**src/rtl/zkey_pulse_emitter.sv**
```systemverilog
// Key-press waveform generator: emits N active-low pulses with a
// programmable low time and trailing high gap, idle high.
module zkey_pulse_emitter #(
  parameter int unsigned PULSE_CYCLES = 50000,
  parameter int unsigned GAP_CYCLES   = 50000,
  parameter int unsigned CNT_W        = 16
) (
  input  logic       clk,
  input  logic       rst_n,
  input  logic       en,
  input  logic       start,
  input  logic [3:0] pulse_num,
  output logic       pin_out,
  output logic       busy,
  output logic       done
);

  typedef enum logic [1:0] {
    IDLE = 2'd0,
    LOW  = 2'd1,
    GAP  = 2'd2
  } state_e;

  localparam logic [CNT_W-1:0] P_LOAD = CNT_W'(PULSE_CYCLES - 1);
  localparam logic [CNT_W-1:0] G_LOAD = CNT_W'(GAP_CYCLES - 1);
  localparam logic [CNT_W-1:0] CNT_ONE = CNT_W'(1);

  state_e           state_q;
  logic [CNT_W-1:0] cnt_q;
  logic [3:0]       rem_q;
  logic             pin_q;
  logic             busy_q;
  logic             done_q;

  logic             cnt_zero;
  logic [3:0]       num_eff;

  assign cnt_zero = (cnt_q == '0);
  assign num_eff  = (pulse_num == 4'd0) ? 4'd1 : pulse_num;

  // Outputs are driven straight from flops; no input reaches a pin
  // combinationally.
  always_ff @(posedge clk or negedge rst_n) begin
    if (!rst_n) begin
      state_q <= IDLE;
      cnt_q   <= '0;
      rem_q   <= 4'd0;
      pin_q   <= 1'b1;
      busy_q  <= 1'b0;
      done_q  <= 1'b0;
    end else begin
      done_q <= 1'b0;
      if (!en) begin
        state_q <= IDLE;
        cnt_q   <= '0;
        rem_q   <= 4'd0;
        pin_q   <= 1'b1;
        busy_q  <= 1'b0;
      end else begin
        case (state_q)
          IDLE: begin
            if (start) begin
              rem_q   <= num_eff;
              cnt_q   <= P_LOAD;
              state_q <= LOW;
              pin_q   <= 1'b0;
              busy_q  <= 1'b1;
            end
          end
          LOW: begin
            if (cnt_zero) begin
              cnt_q   <= G_LOAD;
              rem_q   <= rem_q - 4'd1;
              state_q <= GAP;
              pin_q   <= 1'b1;
            end else begin
              cnt_q <= cnt_q - CNT_ONE;
            end
          end
          GAP: begin
            if (cnt_zero) begin
              if (rem_q != 4'd0) begin
                cnt_q   <= P_LOAD;
                state_q <= LOW;
                pin_q   <= 1'b0;
              end else begin
                state_q <= IDLE;
                busy_q  <= 1'b0;
                done_q  <= 1'b1;
              end
            end else begin
              cnt_q <= cnt_q - CNT_ONE;
            end
          end
          default: begin
            state_q <= IDLE;
            cnt_q   <= '0;
            rem_q   <= 4'd0;
            pin_q   <= 1'b1;
            busy_q  <= 1'b0;
          end
        endcase
      end
    end
  end

  assign pin_out = pin_q;
  assign busy    = busy_q;
  assign done    = done_q;

endmodule

```
**config.mk**
```make
export PLATFORM = sky130hd
export DESIGN_NAME = zkey_pulse_emitter
export DESIGN_NICKNAME = d
export VERILOG_FILES = /design/src/rtl/zkey_pulse_emitter.sv
export SDC_FILE = /design/constraint.sdc
export NUM_CORES = 1
export LEC_CHECK = 0
export CORE_MARGIN = 2
export CORE_UTILIZATION = 40
export CTS_BUF_LIST = sky130_fd_sc_hd__clkbuf_4
export DETAILED_ROUTE_END_ITERATION = 6
export PLACE_DENSITY = 0.68
export SYNTH_ARGS = -nofsm -noshare
export SYNTH_HDL_FRONTEND = slang
export SYNTH_SLANG_ARGS = --single-unit
```
**constraint.sdc**
```tcl
create_clock -name clk -period 1.9 [get_ports clk]
set_clock_uncertainty 0.2 [all_clocks]
set_input_delay 0.38 -clock clk [delete_from_list [all_inputs] [get_ports clk]]
set_output_delay 0.38 -clock clk [all_outputs]
set_load 0.02 [all_outputs]
```
# Yosys cells after proc, flatten, opt, wreduce, memory -nomap -nowiden
# Cells that the tools add are included.
[totals] regBits=25 elab_cells=59 input_bits=8
[classes] reduce_logical=9 eq_ne=10 addsub=2 mux=32
[ops] cell="$mux W16" count=5
[ops] cell="$pmux W16 S3" count=1
[ops] cell="$logic_not A16 Y1" count=1
[ops] cell="$mux W4" count=4
[ops] cell="$sub A16 B1 Y16 const B" count=1
[ops] cell="$ne A3 B3 Y1 const B" count=5
[ops] cell="$mux W1" count=14
[ops] cell="$pmux W4 S3" count=1
[ops] cell="$mux W2" count=4
[ops] cell="$reduce_and A4 Y1" count=2
[ops] cell="$pmux W1 S3" count=2
[ops] cell="$pmux W2 S3" count=1
[ops] cell="$reduce_and A3 Y1" count=2
[ops] cell="$logic_not A4 Y1" count=1
[ops] cell="$ne A2 B2 Y1 const B" count=2
[ops] cell="$ne A4 B4 Y1 const B" count=1
[ops] cell="$reduce_bool A4 Y1" count=1
[ops] cell="$sub A4 B1 Y4 const B" count=1
[ops] cell="$eq A2 B1 Y1 const B" count=1
[ops] cell="$eq A2 B2 Y1 const B" count=1
[ops] cell="$logic_not A2 Y1" count=1
[ops] cell="$reduce_and A2 Y1" count=1

# Longest topological paths before layout
[logic_depth] ltp_word=5 ltp_mapped=9

# Worst setup path before layout
# Ideal clock, no wire load.
[synth_timing] path_type="reg2reg" from="reg rem_q[0]" to="reg cnt_q[6]" path_slack_ns=-0.069 t_arrival_ns=1.648 stages_incl_launch_ff=8 synth_period_minus_slack_ns=1.969 path_buffers=1 t_required_ns=1.579 path_cell_list="dfrtp_1 inv_1 ha_1 nor3b_1 nand3_1 o22a_1 buf_6 a22o_1"
[synth_via] elab_chain_cells=3
[synth_lines] item="start, declared" line="30" rtl="logic [3:0] rem_q;"
[synth_lines] item="start signal, assigned" line="63" rtl="rem_q <= num_eff;"
[synth_lines] item="start signal, assigned" line="73" rtl="rem_q <= rem_q - 4'd1;"
[synth_lines] item="$reduce_bool A4 Y1" line="82" rtl="if (rem_q != 4'd0) begin"
[synth_lines] item="$ne A4 B4 Y1 (no line)"
[synth_lines] item="$reduce_and A2 Y1 (no line)"
[synth_lines] item="end signal, assigned" line="77" rtl="cnt_q <= cnt_q - CNT_ONE;"
[synth_lines] item="end signal, assigned" line="92" rtl="cnt_q <= cnt_q - CNT_ONE;"
[synth_lines] item="end, declared" line="29" rtl="logic [CNT_W-1:0] cnt_q;"
# No other way between the ends.
# A chain may end at the register's enable or synchronous reset.

# Worst setup path after layout
[layout_timing] from="reg cnt_q[0]" to="reg cnt_q[9]"
[layout_via] elab_chain_cells=4 elab_cells_between_ends=8 classes_between="add/sub (1); eq/ne (1); mux (4); reduce/logical (2)"
[layout_lines] item="$sub A16 B1 Y16 / $logic_not A16 Y1 (equally long branches)" line="77, 92, 38"
[layout_lines] item="$mux W16 (on tied branches)" line="81, 71"
[layout_lines] item="$pmux W16 S3" line="60" rtl="case (state_q)"
[layout_lines] item="$mux W16" line="53" rtl="if (!en) begin"
# Parallel ways exist; a longest one is shown, timed or not.

==> results.cfg <==
[run_status]
status = finished with violations
violations = negative setup slack

[cells_and_area]
final_layout_size_suffix_gt1_frac = 0.4264
fin_util = 0.6327
num_antenna_cells = 0
design_area_um2 = 2567
final_nets = 282
synthToLayoutAreaGrowth_pct = 49.67
fillCellCount = 322
finalNonFillerCells = 315

[timing]
finalMaxSlewViolations = 0
fmax_ghz = 0.4849
slew_headroom = 0.7427
fin_crit_ps = 2062
fin_crit_sh = 1.085
worst_pin_slew_ps = 383.0
hold_violations = 0
setup_viol = 23
finalWorstSetupSlack_ps = -162.4
grt_setup_unrepaired = yes

[drt]
via_per_inst = 5.594
dr.pass1.iters = 4
vias = 1762
drc = 0
wl_um = 4823
drt_iter0_markers = 138
wl_per_cell_um = 15.31
final_antenna_net_count = 0

[place]
dp.final_hpwl_um = 3436
gp_congestion = 0.8390
place_ws_ps = -218.0
dpl_cell_area_um2 = 2277
port_buffers = 10
dp_cells = 307

[grt]
overflow = 0
grt_pass1_wl_um = 8093
grt_max_degree = 26
antenna_found_initial = 0
grt_pass1_vias = 1714
track_usage = 0.2018

[power]
pwr-share-clk = 0.085
p_leak_uw = 0.001105
total_power_uw = 3195
swShare = 0.4318
power.internal_uw = 1816
power.switching_uw = 1380
vdd_drop_max_v = 0.0006542
power.density_nw_per_um2 = 1245
pwr-share-comb = 0.653
seqPwrFrac = 0.261

[die]
fp.dieW_um = 69.49
die_area_um2 = 4828
initial_utilization = 0.4228
io_pins = 11
die_h_um = 69.49
rows = 23
core-area_um2 = 4058

[yosys]
synth-main-ff-cell = dfrtp_1
ys_ff_latch = 25
synth_top_family_by_area = simple AND/OR/NAND/NOR gates
synth_cell_type_count = 49
muxShareOfSynthArea = 0
synthSimpleGateAreaFrac = 0.2670
postSynthNetCount = 213
synth.cell_area_um2 = 1715
synth.most_common_cell = dfrtp_1
synth_top_area_frac = 0.3501
synth_edf_count = 0
synth_fa_ha_area_frac = 0.05835
yosysTopAreaCell = dfrtp_1
ys_top_cells_by_count = dfrtp_1, nor2_1, nand2_1
ys_seq_area_frac = 0.3654
ys_warn_count = 0
postSynth.asyncResetShare = 1.000
synth_cells = 197
synth_compound_area_frac = 0.2560
synth_area_leaders = dfrtp_1, ha_1, nor2_1, o22a_1, a21oi_1
synth_area_per_cell_um2 = 8.708
synth_xor_area_frac = 0

[clocking]
cts.clk_slew.worst_paths_ps = 160
cts_buffers = 3
cts_hold_buf = 0
htreeDepth = 1
cts_tree = yes
cts_sinks = 25
clock_latency_ps = 330
clk_path_buf_depth = 2
cts-root-buf = clkbuf_4

[worst_setup_path]
endpoint = cnt_q[9]
reg2regPathDepth = 7
crit_start = cnt_q[0]
end_kind = flop
critPathKind = reg2reg
reg2reg_slack_ps = -160
start_kind = flop
rr_endpoint = cnt_q[9]
cp_max_fo = 4
critical_path_arrival_ps = 2100
regToRegStartpoint = cnt_q[0]
required_ps = 1940

[job]
drv_cap = 0

[min_path]
hold_path_class = in2async
==> stage by stage <==
| stage | hold slack (ps) | TNS (ps) |
|---|---|---|
| 2_1_floorplan | -115.6 | 0 |
| 3_3_place_gp | 294.3 | -2113 |
| 3_5_place_dp | 303.1 | -2865 |
| 4_1_cts | 205.6 | -1457 |
| 5_1_grt | 202.6 | -4688 |
| 6_report | 191.4 | -2476 |
==> power groups by stage <==
stage               clock (uW)  combinational [uW]  sequential [uW]
global placement             0                1750              843
detailed placement           0                1780              843
finish                     273                2090              834
CTS                        277                1900              834
global route               297                2280              859
floorplan                    0                 904              899
==> cell type report <==
type                       count  area [um2]  area share
tap                           50       62.56     0.02437
multi-input combinational    155        1182      0.4605
inverter                       7       26.28     0.01023
sequential                    25       626.9      0.2442
timing repair buffer          74       639.4      0.2490
clock buffer                   4       30.03     0.01170
==> worst max-delay path, cell delays in order, from the launching register on <==
cell and delay [ps]:
dfrtp_1 430, inv_2 90, ha_4 140, nor4b_4 270
nand4_2 220, o22a_4 320, buf_12 130, o22a_1 180
==> sequential cells by signal, indices dropped and copies added (netlist names) <==
| signal | cells |
|---|---|
| done | 1 |
| rem_q | 4 |
| state_q | 2 |
| pin_out | 1 |
| cnt_q | 16 |
| busy | 1 |
==> repair_timing <==
item / CTS / global route
endpoints found under the setup margin: 25 / 24
gates resized for setup: 26 / 30
setup buffers: 3 / 3
pin swaps: 15 / 15
==> worst min path at each step <==
| stage | startpoint | endpoint |
|---|---|---|
| 2_1_floorplan | rst_n | busy |
| 3_3_place_gp | pin_out | pin_out |
| 3_5_place_dp | pin_out | pin_out |
| 4_1_cts | rst_n | cnt_q[3] |
| 5_1_grt | rst_n | cnt_q[9] |
| 6_report | rst_n | cnt_q[9] |
==> cell usage in the layout, fill, tap and decap left out, types with 3 or more instances in the layout <==
cell             synthesis  final
o21ai_1                  6      7
o21ai_2                  2      3
buf_6                    3     11
ha_1                     8      4
nor3_1                  12     11
ha_2                     0      3
nor2_1                  22     21
nor2b_1                  4      3
nand3_1                  8      6
o21ai_0                 11      8
clkbuf_4                 0      4
o22a_1                   7      6
nand2_1                 15     12
clkdlybuf4s50_1          0      8
dfrtp_1                 24     24
nand4_1                  3      3
buf_4                    1     51
nor3_2                   2      3
a21oi_1                 12      9
a21oi_2                  0      3
inv_1                    7      5
==> kinds of logic after synthesis <==
kind of cell    after synthesis
simple gates                 83
flops                        25
compound gates               64
fa+ha+maj                     8
buf+inv                      17
==> layer usage <==
metal  up-vias  part of all wire  track usage  wire length, um
met2        53              0.47       0.3248             2270
met5         -                 0            0                0
met3         8             0.046      0.01890              220
li1        876                 -            -                -
met1       825              0.47       0.2944             2258
met4         0             0.015      0.04357               72
Note: power is estimated with default switching activity, not from simulation.
